### src/rtl/conv_parallel_sequencer.sv
// Column sequencer for one convolution unit. It walks every parallel segment of
// a row and emits one input-column position per valid/ready beat. Each beat
// carries the segment index, an output-enable flag (the column completes a
// stride-aligned conv output) and a last flag. Segment count, pitch, length,
// kernel and stride are loaded per layer on cfg_start.
//
// Handshake: a beat transfers on a cycle where pos_valid & pos_ready are both
// high at the rising clock edge. pos_valid is raised without waiting for
// pos_ready, and while pos_valid is high and pos_ready is low every pos_*
// output is held stable.
module conv_parallel_sequencer #(
  parameter int COL_MAX = 32,
  parameter int KER_MAX = 7,
  parameter int PAR_MAX = 6,
  parameter int STR_MAX = 4,
  localparam int CW = $clog2(COL_MAX),
  localparam int NW = $clog2(PAR_MAX + 1),
  localparam int SW = $clog2(PAR_MAX),
  localparam int KW = $clog2(KER_MAX + 1),
  localparam int TW = $clog2(STR_MAX + 1)
) (
  input  logic          clk,
  input  logic          rst_n,
  input  logic          cfg_start,
  input  logic [NW-1:0] cfg_seg_num,
  input  logic [CW-1:0] cfg_pitch,
  input  logic [CW:0]   cfg_len,
  input  logic [KW-1:0] cfg_ker,
  input  logic [TW-1:0] cfg_stride,
  input  logic          abort,
  output logic          pos_valid,
  input  logic          pos_ready,
  output logic [CW-1:0] pos_col,
  output logic [SW-1:0] pos_seg,
  output logic          pos_out_en,
  output logic          pos_last,
  output logic          busy,
  output logic          done,
  output logic [1:0]    fsm_state
);

  typedef enum logic [1:0] {
    IDLE = 2'd0,
    LOAD = 2'd1,
    RUN  = 2'd2,
    DONE = 2'd3
  } state_t;

  state_t state_q, state_d;

  // Configuration captured when a start is accepted in IDLE.
  logic [NW-1:0] n_q;
  logic [CW-1:0] pitch_q;
  logic [CW:0]   len_q;
  logic [KW-1:0] ker_q;
  logic [TW-1:0] stride_q;

  // Derived in LOAD: stride-1 (stride 0 acts as 1) and the last column
  // index r that still leaves a full kernel window inside the segment.
  logic [TW-1:0] s_m1_q;
  logic          oe_ok_q;
  logic [CW:0]   oe_lim_q;

  // Walk position: segment index, segment start, absolute column, column
  // index within the segment and the stride phase down-counter.
  logic [SW-1:0] seg_q;
  logic [CW-1:0] start_q;
  logic [CW-1:0] col_q;
  logic [CW-1:0] r_q;
  logic [TW-1:0] scnt_q;

  logic [TW-1:0] s_m1_w;
  logic [CW:0]   col_inc;
  logic [CW:0]   r_inc;
  logic [CW:0]   next_start;
  logic [NW:0]   seg_inc;
  logic          same_seg;
  logic          next_seg;
  logic          is_last;
  logic          fire;
  logic          run;

  assign s_m1_w     = (stride_q == '0) ? '0 : stride_q - TW'(1);
  assign col_inc    = {1'b0, col_q} + (CW+1)'(1);
  assign r_inc      = {1'b0, r_q} + (CW+1)'(1);
  assign next_start = {1'b0, start_q} + {1'b0, pitch_q};
  assign seg_inc    = (NW+1)'(seg_q) + (NW+1)'(1);

  // Another column of this segment exists if the segment is not exhausted
  // and the column stays inside the row. Segment starts never decrease, so
  // once the next start falls past the row every later segment does too.
  assign same_seg = (r_inc < len_q) && (col_inc < (CW+1)'(COL_MAX));
  assign next_seg = (seg_inc < (NW+1)'(n_q)) && (next_start < (CW+1)'(COL_MAX));
  assign is_last  = !same_seg && !next_seg;

  assign run  = (state_q == RUN);
  assign fire = run && pos_ready;

  // State register.
  always_ff @(posedge clk or negedge rst_n) begin
    if (!rst_n) state_q <= IDLE;
    else        state_q <= state_d;
  end

  // Next-state logic; abort overrides every transition including a start.
  always_comb begin
    state_d = state_q;
    case (state_q)
      IDLE: if (cfg_start) state_d = LOAD;
      LOAD: begin
        if (n_q == '0 || len_q == '0) state_d = DONE;
        else                          state_d = RUN;
      end
      RUN:  if (fire && is_last) state_d = DONE;
      DONE: state_d = IDLE;
      default: state_d = IDLE;
    endcase
    if (abort) state_d = IDLE;
  end

  // Config capture, per-layer precompute and the column walk.
  always_ff @(posedge clk or negedge rst_n) begin
    if (!rst_n) begin
      n_q      <= '0;
      pitch_q  <= '0;
      len_q    <= '0;
      ker_q    <= '0;
      stride_q <= '0;
      s_m1_q   <= '0;
      oe_ok_q  <= 1'b0;
      oe_lim_q <= '0;
      seg_q    <= '0;
      start_q  <= '0;
      col_q    <= '0;
      r_q      <= '0;
      scnt_q   <= '0;
    end else if (abort) begin
      seg_q   <= '0;
      start_q <= '0;
      col_q   <= '0;
      r_q     <= '0;
      scnt_q  <= '0;
    end else begin
      case (state_q)
        IDLE: begin
          if (cfg_start) begin
            n_q      <= cfg_seg_num;
            pitch_q  <= cfg_pitch;
            len_q    <= cfg_len;
            ker_q    <= cfg_ker;
            stride_q <= cfg_stride;
          end
        end
        LOAD: begin
          s_m1_q   <= s_m1_w;
          oe_ok_q  <= (len_q >= (CW+1)'(ker_q));
          oe_lim_q <= len_q - (CW+1)'(ker_q);
          seg_q    <= '0;
          start_q  <= '0;
          col_q    <= '0;
          r_q      <= '0;
          scnt_q   <= s_m1_w;
        end
        RUN: begin
          if (fire && !is_last) begin
            if (same_seg) begin
              col_q  <= col_inc[CW-1:0];
              r_q    <= r_inc[CW-1:0];
              scnt_q <= (scnt_q == '0) ? s_m1_q : scnt_q - TW'(1);
            end else begin
              seg_q   <= seg_inc[SW-1:0];
              start_q <= next_start[CW-1:0];
              col_q   <= next_start[CW-1:0];
              r_q     <= '0;
              scnt_q  <= s_m1_q;
            end
          end
        end
        default: ;
      endcase
    end
  end

  // Beat outputs come straight from the walk registers, which only move on
  // a transfer, so they stay put while the consumer stalls. A column index
  // is stride-aligned when the phase counter sits at its reload value.
  assign pos_valid  = run;
  assign pos_col    = run ? col_q : '0;
  assign pos_seg    = run ? seg_q : '0;
  assign pos_out_en = run && oe_ok_q && ((CW+1)'(r_q) <= oe_lim_q) && (scnt_q == s_m1_q);
  assign pos_last   = run && is_last;
  assign busy       = (state_q == LOAD) || run;
  assign done       = (state_q == DONE);
  assign fsm_state  = state_q;

endmodule

### config.mk
export PLATFORM = sky130hd
export DESIGN_NAME = conv_parallel_sequencer
export DESIGN_NICKNAME = d
export VERILOG_FILES = /design/src/rtl/conv_parallel_sequencer.sv
export SDC_FILE = /design/constraint.sdc
export NUM_CORES = 1
export LEC_CHECK = 0
export CAP_MARGIN = 20
export CELL_PAD_IN_SITES_DETAIL_PLACEMENT = 1
export CELL_PAD_IN_SITES_GLOBAL_PLACEMENT = 2
export CORE_ASPECT_RATIO = 2
export CORE_UTILIZATION = 36
export CTS_BUF_LIST = sky130_fd_sc_hd__clkbuf_16
export CTS_CLUSTER_DIAMETER = 30
export DETAILED_ROUTE_END_ITERATION = 8
export GPL_ROUTABILITY_DRIVEN = 0
export GPL_TIMING_DRIVEN = 1
export PLACE_DENSITY = 0.9
export SLEW_MARGIN = 30
export SYNTH_ARGS = -nofsm -noshare
export SYNTH_HDL_FRONTEND = slang
export SYNTH_SLANG_ARGS = --single-unit
### constraint.sdc
create_clock -name clk -period 3.4 [get_ports clk]
set_input_delay 0.51 -clock clk [delete_from_list [all_inputs] [get_ports clk]]
set_output_delay 0.51 -clock clk [all_outputs]
set_load 0.05 [all_outputs]
# ---- Word level (Yosys, flattened, before mapping)
# Cells that the tools add are included.
dict set report word_totals {
  output_inout_bits 15
  register_bits 53
  inputBits 25
}
dict set report op_classes {
  addsub 7
  n_reduce_logical 26
  n_mux 29
  n_lt_le_gt_ge 6
  eq_ne 8
  bitwise_logic 1
}
# op n
set ops {}
lappend ops {{5-bit two-way mux} 10}
lappend ops {{5-bit case mux with 2 select lines} 3}
lappend ops {{3-bit two-way mux} 9}
lappend ops {{5-bit by 1-bit adder with 6-bit output (second input constant)} 2}
lappend ops {{6-bit less-than comparator (second input constant)} 2}
lappend ops {{3-bit case mux with 2 select lines} 2}
lappend ops {{1-bit logical AND} 10}
lappend ops {{3-bit logical NOT} 3}
lappend ops {{2-bit case mux with 4 select lines} 1}
lappend ops {{5-bit by 5-bit adder with 6-bit output} 1}
lappend ops {{6-bit by 3-bit >= comparator with 1-bit output} 1}
lappend ops {{5-bit by 6-bit <= comparator with 1-bit output} 1}
lappend ops {{6-bit logical NOT} 1}
lappend ops {{6-bit less-than comparator} 1}
lappend ops {{2-bit two-way mux} 3}
lappend ops {{3-bit by 2-bit != test with 1-bit output (second input constant)} 2}
lappend ops {{3-bit != test (second input constant)} 2}
lappend ops {{2-bit AND reduction} 3}
lappend ops {{3-bit AND reduction} 2}
lappend ops {{3-bit by 1-bit subtractor with 3-bit output (second input constant)} 2}
lappend ops {{6-bit by 3-bit subtractor with 6-bit output} 1}
lappend ops {{3-bit by 1-bit adder with 4-bit output (second input constant)} 1}
lappend ops {{2-bit equality test (second input constant)} 2}
lappend ops {{4-bit by 3-bit less-than comparator with 1-bit output} 1}
lappend ops {{8 further kinds} 11}

# ---- Logic depth before layout (Yosys ltp)
# Gate-level depths: netlist (run 1).
dict set report logic_depth {
  depth_word 10
  ltp_mapped 12
  depth_no_buf 10
}

# ---- Worst setup path before layout (run 1)
# No wires, ideal clock.
dict set report synth_path {
  path_kind {register to output}
  from {register state_q[0], in the netlist fsm_state[0]}
  to {output pos_out_en}
  path_slack_ns -1.185
  path_buffers 1
  stages_incl_launch_ff 6
  required_ns 2.890
  t_arrival_ns 4.075
  cell_sequence {dfrtp_1 inv_1 ha_1 clkbuf_1 nand3_1 a2111oi_0}
}
dict set report synth_between {
  elab_chain_cells 4
}
# element line
set synth_rtl {}
lappend synth_rtl {{start: declaration} 49} ;# state_t state_q, state_d;
lappend synth_rtl {{start signal: assignment} 102} ;# else state_q <= state_d;
lappend synth_rtl {{2-bit equality test} 96} ;# assign run = (state_q == RUN);
lappend synth_rtl {{net pos_valid} 31} ;# output logic pos_valid,
lappend synth_rtl {{1-bit logical AND (3 in a row)} 190} ;# assign pos_out_en = run && oe_ok_q && ((CW+1)'(r_q) <= oe_lim_q) && (scnt_q == s_m1_q);
lappend synth_rtl {{end: declaration} 35} ;# output logic pos_out_en,
# The timed path passes the listed nets, and every way through them passes these cells.

# ---- Worst setup path in the final report (run 1)
dict set report layout_path {
  from {register r_q[0]}
  to {register r_q[2]}
}
dict set report layout_between {
  elab_chain_cells 9
}
# element line
set layout_rtl {}
lappend layout_rtl {{start: declaration} 69} ;# logic [CW-1:0] r_q;
lappend layout_rtl {{start signal: assignment} 168} ;# r_q <= r_inc[CW-1:0];
lappend layout_rtl {{5-bit by 1-bit adder with 6-bit output *} 85} ;# assign r_inc = {1'b0, r_q} + (CW+1)'(1);
lappend layout_rtl {{6-bit less-than comparator} 92} ;# assign same_seg = (r_inc < len_q) && (col_inc < (CW+1)'(COL_MAX));
lappend layout_rtl {{1-bit logical AND} 92}
lappend layout_rtl {{1-bit logical NOT} 94} ;# assign is_last = !same_seg && !next_seg;
lappend layout_rtl {{1-bit logical AND} 94}
lappend layout_rtl {{1-bit logical NOT} 165} ;# if (fire && !is_last) begin
lappend layout_rtl {{1-bit logical AND} 165}
lappend layout_rtl {{3-bit by 2-bit != test with 1-bit output (no source line)} --}
lappend layout_rtl {{2-bit AND reduction (no source line)} --}
# Mark *: on every way between the ends. The rest lies on a longest branch, timed or not. The select of a mux whose other input is x is not followed.
# A chain may end at the register's enable or synchronous reset.

==> metrics.csv, run 1 <==
stage,metric,value,unit
status,status,finished clean,
power_and_ir_drop,seq_power_share,34.4,%
critical_path,r2r_start,r_q[0],
grt,grt_antenna_before_repair,0,
critical_path,ff2ff_setup_slack,0.27,ns
route,firstDrtPassIters,4,
cts,clkTransAtPathRegs,0.07,ns
cells_and_area,fin_nets,430,
sta,worst_slack,0.267,ns
sta,rsz0062_at_grt,false,
yosys,ys_seq_area_share,39.8,%
sta,slew_headroom,38.4,%
yosys,syn_area,0.00333,mm^2
critical_path,reg2reg_to,r_q[2],
cts,cts_max_path_buffers,2,
grt,grt_overflow,0,
route,num_vias,2577,
yosys,synth_fp_nets,388,
die,initial_core_util,36.9,%
yosys,ys_warn_count,0,
worst_hold_path,hp-class,input pin to async pin,
cells_and_area,drive_gt1_share,13.6,%
yosys,synth_cell_types,54,
yosys,synth.avg_cell_area,10.1,um^2
cts,cts_buffers,5,
route,drt_first_iter_violations,62,
yosys,ys.flop_type,dfrtp_1,
sta,clock_skew,0.00762,ns
die,dieArea,0.00966,mm^2
power_and_ir_drop,power_frac_comb,49.6,%
cts,hold_buffers,0,
power_and_ir_drop,internal_power,0.00179,W
cts,cts_setup_buffers,0,
cells_and_area,final_common_cell,dfrtp_1,
critical_path,crit_required,3.58,ns
yosys,syn-instance-count,331,
sta,post-route-min-period,3.13,ns
cells_and_area,diodes,0,
critical_path,worstSetupStartpoint,r_q[0],
power_and_ir_drop,pwr-share-clk,16.0,%
cts,htree_num_levels,2,
route,routed.top_layer,met4,
sta,setup_tns,0,ns
job,cap_violations,0,
sta,slew_violations,0,
cts,clk_latency,0.29,ns
place,postPlaceCellArea,0.00385,mm^2
yosys,synthArstFlopShare,100,%
power_and_ir_drop,power,0.00310,W
route,met2_length,5.08,mm
grt,grt_pass1_vias,2959,
critical_path,path_max_fanout,9,
die,num_rows,49,
critical_path,r2r_cells,11,
route,drt-met1-wl,3.02,mm
sta,fmax,319,MHz
route,ant_nets,0,
place,place_inst,468,
sta,hold_viol_final,0,
power_and_ir_drop,vdd_drop_max,0.000669,V
sta,tightestPinTransition,0.917,ns
grt,grt_pass1_wl,14.5,mm
critical_path,arrival,3.31,ns
cells_and_area,final_cells,476,
sta,setup_violations,0,
die,fp.dieW,70,um
cts,clockRootBuffer,clkbuf_16,
cts,cts_sinks,53,
power_and_ir_drop,cellLeakagePower,1.83,nW
route,drc,0,
die,num_io_pins,40,
yosys,synth_edf_count,0,
critical_path,startpoint_type,flip-flop,
yosys,synth_seq_cells,53,
route,vias_per_cell,5.41,
place,pre_cts_slack,0.281,ns
power_and_ir_drop,p_sw,0.00131,W
critical_path,end_kind,flip-flop,
cells_and_area,fin_area,0.00399,mm^2
route,wl_met3,174,um
route,route.detailed.wl_per_inst,17.9,um
cells_and_area,syn_to_final_growth,19.9,%
cells_and_area,most-common-layout-cells,"53 x dfrtp_1, 36 x clkdlybuf4s50_1, 30 x ha_1",
cts,cts_tree,built,
power_and_ir_drop,p_per_area,777,mW/mm^2
die,core_area,0.00901,mm^2
place,numPortBuffers,39,
power_and_ir_drop,power.share.switching,42.3,%
die,die_h,138,um
route,wl,8.52,mm
critical_path,worst-setup-path-type,flip-flop to flip-flop,
grt,gr-usage-all-layers,18.9,%
grt,grt_max_degree,30,
cts,cts_resized,0,
sta,period_share,92.1,%
place,place_hpwl,6.88,mm
[power by group through the flow]
stage | Combinational (W) | Clock, W | Sequential (W)
final | 0.00154 | 0.000496 | 0.00107
after global routing | 0.00172 | 0.000537 | 0.00110
after CTS | 0.00157 | 0.000515 | 0.00107
after detailed placement | 0.00156 | 0 | 0.00108
after global placement | 0.00151 | 0 | 0.00107
after floorplan | 0.00113 | 0 | 0.00104
[layer usage]
| layer | GRT usage [%] | up-vias |
|---|---|---|
| met2 | 38.5 | 40 |
| li1 | - | 1246 |
| met5 | 0 | - |
| met4 | 7.79 | 0 |
| met3 | 2.04 | 18 |
| met1 | 18.3 | 1273 |
[area by class of cell]
cell class / count / area, um^2
timing repair buffer: 46 / 445
clock buffer: 5 / 125
clock inverter: 3 / 17.5
tap: 102 / 128
inverter: 27 / 101
sequential: 53 / 1330
multi-input combinational: 240 / 1850
fill: 1014 / 5020
[worst max-delay path, stage by stage, from the launching register on]
cell and delay, ns:
dfrtp_1 0.43, ha_1 0.26, nand3_1 0.15, xnor2_1 0.16, ha_1 0.29, nand2_1 0.05
o21ai_1 0.30, nor4b_1 0.12, nor3_1 0.72, buf_4 0.29, nor3b_1 0.06, o21ba_2 0.20
[synthesized netlist by cell type (2+ instances only)]
cell type  number  area [um^2]
fa_1            2         40.0
nand2b_1        4         25.0
mux2i_1         3         30.0
o21ai_0        27          135
a21o_1          3         22.5
nor4b_1         2         17.5
clkbuf_1        6         22.5
xor2_1          7         61.3
buf_2           3         15.0
inv_1          26         97.6
or3_1           4         25.0
a21oi_1        10         50.1
nor3_1         11         55.1
buf_6           2         22.5
mux2_2         20          225
xnor2_1         7         61.3
nor2b_1         4         25.0
nor2_1         14         52.6
o21ai_1         4         20.0
o21a_1          5         37.5
and3_1          4         25.0
a21boi_0        2         15.0
mux2_4          3         45.0
a31oi_1         3         18.8
nand3b_1        2         15.0
nor3b_1         2         15.0
o31ai_1         3         22.5
ha_1           30          375
nand2_1        24         90.1
and2_1          8         50.1
dfrtp_1        53         1330
and3_4          2         22.5
nand3_1        10         50.1
[flip-flops by register name, indices dropped and copies added, names as in the netlist]
signal,count
col_q,5
fsm_state,2
ker_q,3
len_q,6
n_q,3
oe_lim_q,6
oe_ok_q,1
pitch_q,5
r_q,5
s_m1_q,3
scnt_q,3
seg_q,3
start_q,5
stride_q,3
[stage by stage]
stage | utilization [%] | hold slack (ns)
after CTS | 44.3 | 0.271
after global routing | 44.3 | 0.303
after floorplan | - | 0.214
final | 44.3 | 0.254
after global placement | 42.7 | 0.464
after detailed placement | 42.7 | 0.480
[worst max path at each step]
stage,slack (ns),to,cells past startpoint
2_1_floorplan,0.18,pos_out_en,5
3_3_place_gp,0.44,r_q[2],11
3_5_place_dp,0.28,r_q[2],11
4_1_cts,0.27,r_q[2],11
5_1_grt,0.002,r_q[2],11
6_report,0.27,r_q[2],11
[cell families (layout without fill, tap and decap cells)]
family / count (synthesis) / after routing / share of synthesized area, %
compound gates: 74 / 74 / 15.3
xor+xnor: 14 / 14 / 3.68
mux: 26 / 26 / 9.02
flops: 53 / 53 / 39.8
buf+inv: 38 / 81 / 4.85
simple gates: 94 / 94 / 14.9
fa+ha+maj: 32 / 32 / 12.5
(Power assumes the default switching activity.)
==> inputs of run 2 (changes only) <==
--- a/config.mk
+++ b/config.mk
@@ -9,13 +9,15 @@
 export CELL_PAD_IN_SITES_DETAIL_PLACEMENT = 1
 export CELL_PAD_IN_SITES_GLOBAL_PLACEMENT = 2
 export CORE_ASPECT_RATIO = 2
+export CORE_MARGIN = 1.5
 export CORE_UTILIZATION = 36
 export CTS_BUF_LIST = sky130_fd_sc_hd__clkbuf_16
 export CTS_CLUSTER_DIAMETER = 30
+export CTS_CLUSTER_SIZE = 12
 export DETAILED_ROUTE_END_ITERATION = 8
 export GPL_ROUTABILITY_DRIVEN = 0
 export GPL_TIMING_DRIVEN = 1
-export PLACE_DENSITY = 0.9
+export PLACE_DENSITY = 0.87
 export SLEW_MARGIN = 30
 export SYNTH_ARGS = -nofsm -noshare
 export SYNTH_HDL_FRONTEND = slang
==> run 2 against run 1 <==
Die area rose by 2.2%. Cell area rose by 0.50%. Sequential share of layout area fell by 0.17 points. Worst hold slack got worse by 0.012 ns. Critical endpoint is now pos_last. Sequential power barely moved. Register-to-register slack improved by 0.17 ns. Largest power group unchanged. Highest routed layer unchanged.
==> metrics.csv, run 2 (same netlist as run 1, synthesis figures left out) <==
stage,metric,value,unit,change
cts,cts_resized,0,,unchanged
sta,setup_violations,0,,unchanged
sta,period_share,91.2,%,-0.91 points
grt,grt_overflow,0,,unchanged
route,wl,8.53,mm,about the same
critical_path,slowest_delay,0.42,ns,-0.30 ns
critical_path,crit_top_cell,ha_1,,
route,drc,0,,unchanged
place,place_inst,468,,unchanged
grt,grt_pass1_vias,2828,,-4.4%
cts,cts_sinks,53,,unchanged
die,num_io_pins,40,,unchanged
cells_and_area,fin_nets,430,,unchanged
critical_path,end_kind,primary output,,
route,ant_nets,0,,unchanged
critical_path,path_delay_family,simple AND/OR/NAND/NOR gates,,
critical_path,arrival,2.59,ns,-0.72 ns
die,core_area,0.00901,mm^2,unchanged
power_and_ir_drop,cellLeakagePower,1.84,nW,+0.71%
cells_and_area,diodes,0,,unchanged
cts,cts_setup_buffers,0,,unchanged
cts,cts_buffers,5,,unchanged
critical_path,worst-setup-path-type,flip-flop to primary output,,
route,firstDrtPassIters,4,,unchanged
place,place_hpwl,6.82,mm,-0.83%
route,vias_per_cell,5.40,,-0.31%
power_and_ir_drop,power,0.00318,W,+2.7%
cts,cts_tree,built,,
cells_and_area,top_regs,"len_q (6), oe_lim_q (6)",,
place,numPortBuffers,39,,unchanged
cts,hold_buffers,0,,unchanged
sta,slew_headroom,50.3,%,+12 points
critical_path,critical_path_buf_inv_count,1,,unchanged
route,route.detailed.wl_per_inst,17.9,um,about the same
cts,clk_latency,0.30,ns,about the same
cts,cts_max_path_buffers,2,,unchanged
grt,grt_max_degree,30,,unchanged
sta,slew_violations,0,,unchanged
cts,clockRootBuffer,clkbuf_16,,
critical_path,cp_slowest_cell,dfrtp_1,,
grt,grt_antenna_before_repair,0,,unchanged
sta,fmax,322,MHz,+1.0%
grt,gr-usage-all-layers,18.5,%,-0.44 points
cells_and_area,drive_gt1_share,13.1,%,-0.53 points
route,num_vias,2569,,-0.31%
sta,clock_skew,0.00584,ns,-0.00178 ns
critical_path,startpoint_type,flip-flop,,
grt,grt_pass1_wl,14.3,mm,-1.5%
critical_path,path_max_fanout,6,,-3
route,drt_first_iter_violations,56,,-9.7%
die,fp.dieW,71,um,+1.4%
cts,clkTransAtPathRegs,0.07,ns,about the same
die,initial_core_util,36.9,%,unchanged
critical_path,crit_required,2.89,ns,-0.69 ns
sta,hold_viol_final,0,,unchanged
die,dieArea,0.00987,mm^2,+2.2%
worst_hold_path,hp-class,input pin to async pin,,
power_and_ir_drop,vdd_drop_max,0.000713,V,+6.6%
sta,setup_tns,0,ns,unchanged
critical_path,worstSetupPathDepth,9,,-2
die,num_rows,49,,unchanged
critical_path,path_cells,ha_1 > nand3_1 > xnor2_1 > ha_1 > and4_1 > o21a_1 > or3_1 > and3_1 > buf_12,,
sta,tightestPinTransition,0.739,ns,-0.178 ns
status,status,finished clean,,
cells_and_area,final_common_cell,dfrtp_1,,
cells_and_area,final_cells,476,,unchanged
critical_path,r2r_cells,11,,unchanged
sta,post-route-min-period,3.10,ns,-0.0311 ns
power_and_ir_drop,p_per_area,794,mW/mm^2,+2.2%
job,cap_violations,0,,unchanged
die,die_h,139,um,+0.72%
cells_and_area,syn_to_final_growth,20.5,%,
cells_and_area,most-common-layout-cells,"53 x dfrtp_1, 36 x clkdlybuf4s50_1, 30 x ha_1",,
sta,rsz0062_at_grt,false,,
sta,holdWs,0.242,ns,-0.0123 ns
cts,htree_num_levels,2,,unchanged
## run 2: changes by cell type in the layout (fill, tap and decap cells not counted), sizes merged
cell	previous run	this run
bufinv	0	1
inv	26	27
clkinvlp	1	0
clkinv	3	2
## run 2: worst paths after layout
| kind | slack (ns) | from | to |
|---|---|---|---|
| min in group clk | 0.49 | oe_ok_q | oe_ok_q |
| worst max register to register | 0.44 | r_q[0] | col_q[0] |
| worst max-delay path | 0.30 | r_q[0] | pos_last |
| max in group asynchronous | 2.34 | rst_n | col_q[0] |
| worst min register to register | 0.49 | oe_ok_q | oe_ok_q |
| worst min-delay path | 0.24 | rst_n | len_q[0] |
## run 2: through the flow
stage | area [um^2] | setup slack, ns | utilization (%)
after floorplan | 3340 | 0.181 | -
after global placement | 3850 | 0.563 | 42.7
after detailed placement | 3850 | 0.389 | 42.7
after CTS | 4010 | 0.275 | 44.5
after global routing | 4010 | 0.133 | 44.5
final | 4010 | 0.298 | 44.5
## run 2: where the power goes
part           internal, W  switching, W
registers         0.000850      0.000208
clock network     0.000343      0.000232
logic             0.000673      0.000879
total              0.00187       0.00132
## run 2: metal layers
metal	global-route usage (%)	routed length, um	up-vias
met1	19.9	3220	1276
met3	2.18	133	15
met4	8.14	234	0
li1	-	-	1244
met2	34.9	4940	34
met5	0	0	-
## run 2: cell type report
cell class	instances	area, um^2
Inverter	27	101
Multi-Input combinational cell	240	1850
Clock inverter	3	37.5
Sequential cell	53	1330
Timing Repair Buffer	46	445
Tap cell	102	128
Fill cell	1002	5000
Clock buffer	5	125
==> inputs of run 3 (changes only) <==
--- a/config.mk
+++ b/config.mk
@@ -10,14 +10,14 @@
 export CELL_PAD_IN_SITES_GLOBAL_PLACEMENT = 2
 export CORE_ASPECT_RATIO = 2
 export CORE_MARGIN = 1.5
-export CORE_UTILIZATION = 36
+export CORE_UTILIZATION = 32
 export CTS_BUF_LIST = sky130_fd_sc_hd__clkbuf_16
 export CTS_CLUSTER_DIAMETER = 30
 export CTS_CLUSTER_SIZE = 12
 export DETAILED_ROUTE_END_ITERATION = 8
 export GPL_ROUTABILITY_DRIVEN = 0
 export GPL_TIMING_DRIVEN = 1
-export PLACE_DENSITY = 0.87
+export PLACE_DENSITY = 0.82
 export SLEW_MARGIN = 30
 export SYNTH_ARGS = -nofsm -noshare
 export SYNTH_HDL_FRONTEND = slang
==> constraint.sdc (replaced) <==
create_clock -name clk -period 2.8 [get_ports clk]
set_input_delay 0.42 -clock clk [delete_from_list [all_inputs] [get_ports clk]]
set_output_delay 0.42 -clock clk [all_outputs]
set_load 0.05 [all_outputs]
==> run 3 against run 2 <==
The run now ends with negative setup slack left. Sequential share of layout area fell by 3.2 points. Worst hold slack better by 0.013 ns. Utilization decreased by 0.76 points. Combinational power is 43% higher. Clock-buffer cell count stayed put. Non-clock buffer count rose by 31. Largest power group unchanged. Power is 28% higher. First-iteration DRC count rose by 57%. Critical endpoint unchanged. Clock skew about the same. Die area is 12% higher.
==> metrics.csv, run 3 (same netlist as run 1, synthesis figures left out) <==
stage,metric,value,unit,change
critical_path,ff2ff_setup_slack,-0.05,ns,-0.49 ns
route,vias_per_cell,4.95,,-8.2%
cells_and_area,most-common-layout-cells,"53 x dfrtp_1, 37 x buf_4, 33 x clkdlybuf4s50_1",,
critical_path,r2r_cells,13,,+2
place,pre_cts_slack,-0.0639,ns,-0.453 ns
job,cap_violations,0,,unchanged
critical_path,critical_path_buf_inv_count,2,,+1
cells_and_area,syn_to_final_growth,33.4,%,
worst_hold_path,hp-class,input pin to async pin,,
cts,cts_sinks,53,,unchanged
cells_and_area,diodes,0,,unchanged
die,core_area,0.0101,mm^2,+13%
grt,grt_overflow,0,,unchanged
route,wl,9.24,mm,+8.4%
die,fp.dieW,75.1,um,+5.8%
sta,fmax,335,MHz,
sta,setup_violations,3,,+3
place,place_hpwl,7.10,mm,+4.1%
route,drt_first_iter_violations,88,,+57%
grt,gr-usage-all-layers,17.9,%,-0.64 points
status,violations,negative setup slack,,
status,status,finished with violations,,
cts,hold_buffers,0,,unchanged
die,num_rows,52,,+6.1%
critical_path,path_cells,ha_4 > nand3_4 > xnor2_2 > ha_1 > and4_1 > o21a_1 > buf_6 > or3_4 > and3_4 > buf_12,,
cts,clockRootBuffer,clkbuf_16,,
die,die_h,147,um,+5.9%
critical_path,reg2reg_to,fsm_state[0],,
critical_path,startpoint_type,flip-flop,,
critical_path,path_delay_family,simple AND/OR/NAND/NOR gates,,
sta,period_share,106,%,
sta,tightestPinTransition,0.727,ns,-0.0117 ns
cells_and_area,top_regs,"len_q (6), oe_lim_q (6)",,
critical_path,cp_slowest_cell,dfrtp_1,,
power_and_ir_drop,vdd_drop_max,0.000568,V,-20%
critical_path,path_max_fanout,4,,-2
sta,post-route-min-period,2.98,ns,
cts,cts_buffers,5,,unchanged
sta,setup_tns,-0.253,ns,-0.253 ns
place,numPortBuffers,39,,unchanged
power_and_ir_drop,cellLeakagePower,2.03,nW,+10%
sta,rsz0062_at_grt,true,,
cells_and_area,drive_gt1_share,25.1,%,+12 points
critical_path,r2r_start,r_q[0],,
sta,worst_slack,-0.181,ns,-0.480 ns
critical_path,worst-setup-path-type,flip-flop to primary output,,
grt,grt_antenna_before_repair,0,,unchanged
cts,clk_latency,0.29,ns,about the same
cts,cts_tree,built,,
sta,holdWs,0.255,ns,+0.0131 ns
critical_path,end_kind,primary output,,
route,drc,0,,unchanged
power_and_ir_drop,p_per_area,918,mW/mm^2,+16%
route,ant_nets,0,,unchanged
sta,clock_skew,0.00596,ns,+0.000123 ns
grt,grt_pass1_wl,14.9,mm,+4.2%
sta,slew_violations,0,,unchanged
critical_path,slowest_delay,0.43,ns,about the same
grt,grt_max_degree,54,,+80%
die,initial_core_util,32.8,%,-4.1 points
cells_and_area,final_common_cell,dfrtp_1,,
cells_and_area,fin_nets,462,,+7.4%
critical_path,arrival,2.56,ns,-0.03 ns
cts,cts_max_path_buffers,2,,unchanged
die,num_io_pins,40,,unchanged
cts,htree_num_levels,2,,unchanged
sta,hold_viol_final,0,,unchanged
cts,clkTransAtPathRegs,0.07,ns,about the same
route,route.detailed.wl_per_inst,17.1,um,-4.6%
grt,grt_pass1_vias,2987,,+5.6%
route,num_vias,2679,,+4.3%
die,dieArea,0.0111,mm^2,+12%
sta,slew_headroom,51.5,%,+1.2 points
route,firstDrtPassIters,4,,unchanged
critical_path,crit_required,2.38,ns,-0.51 ns
run 3: per-layer routing:
layer	GRT usage, %	wire length [um]	vias up
met2	33.9	5430	34
met3	1.99	158	16
met4	6.73	240	0
li1	-	-	1303
met5	0	0	-
met1	19.0	3410	1326
run 3: timing repair:
action                                  4_1_cts  5_1_grt
gates cloned                                  0        1
gates resized for setup                      12       13
endpoints found under the setup margin        3       19
pin swaps                                     6        6
setup buffers                                 5        0
run 3: worst max path at each step:
stage / start / end / depth (start not counted)
5_1_grt: r_q[1] / pos_last / 10
2_1_floorplan: fsm_state[0] / pos_out_en / 5
3_3_place_gp: r_q[0] / col_q[2] / 11
3_5_place_dp: r_q[0] / fsm_state[0] / 12
4_1_cts: r_q[0] / pos_last / 10
6_report: r_q[0] / pos_last / 10
run 3: worst register-to-register path: cells and delay by family, from the launching register on:
family                   cells  cell delay, ns
AO/OA/AOI/OAI                4            0.64
AND/OR/NAND/NOR              3            0.60
adder cells (fa/ha/maj)      2            0.50
buffers and inverters        3            0.43
flip-flops                   1            0.43
XOR/XNOR                     1            0.16
run 3: power breakdown:
part / switching [W] / total [W] / internal, W
Clock: 0.000278 / 0.000603 / 0.000324
Combinational: 0.00121 / 0.00222 / 0.00101
Sequential: 0.000224 / 0.00126 / 0.00103
Total: 0.00171 / 0.00408 / 0.00237
run 3: stage by stage:
step / cells / power, W / instance area (um^2) / util [%]
after global routing: 541 / 0.00439 / 4440 / 43.8
after global placement: 527 / 0.00331 / 4120 / 40.6
final: 541 / 0.00408 / 4440 / 43.8
after CTS: 540 / 0.00408 / 4360 / 42.9
after detailed placement: 527 / 0.00341 / 4120 / 40.6
after floorplan: 331 / 0.00266 / 3350 / -
run 3: layout make-up:
type / count / area (um^2)
fill: 1171 / 5710
sequential: 53 / 1330
timing repair buffer: 77 / 712
clock inverter: 3 / 12.5
inverter: 27 / 101
tap: 135 / 169
multi-input combinational: 241 / 1990
clock buffer: 5 / 125
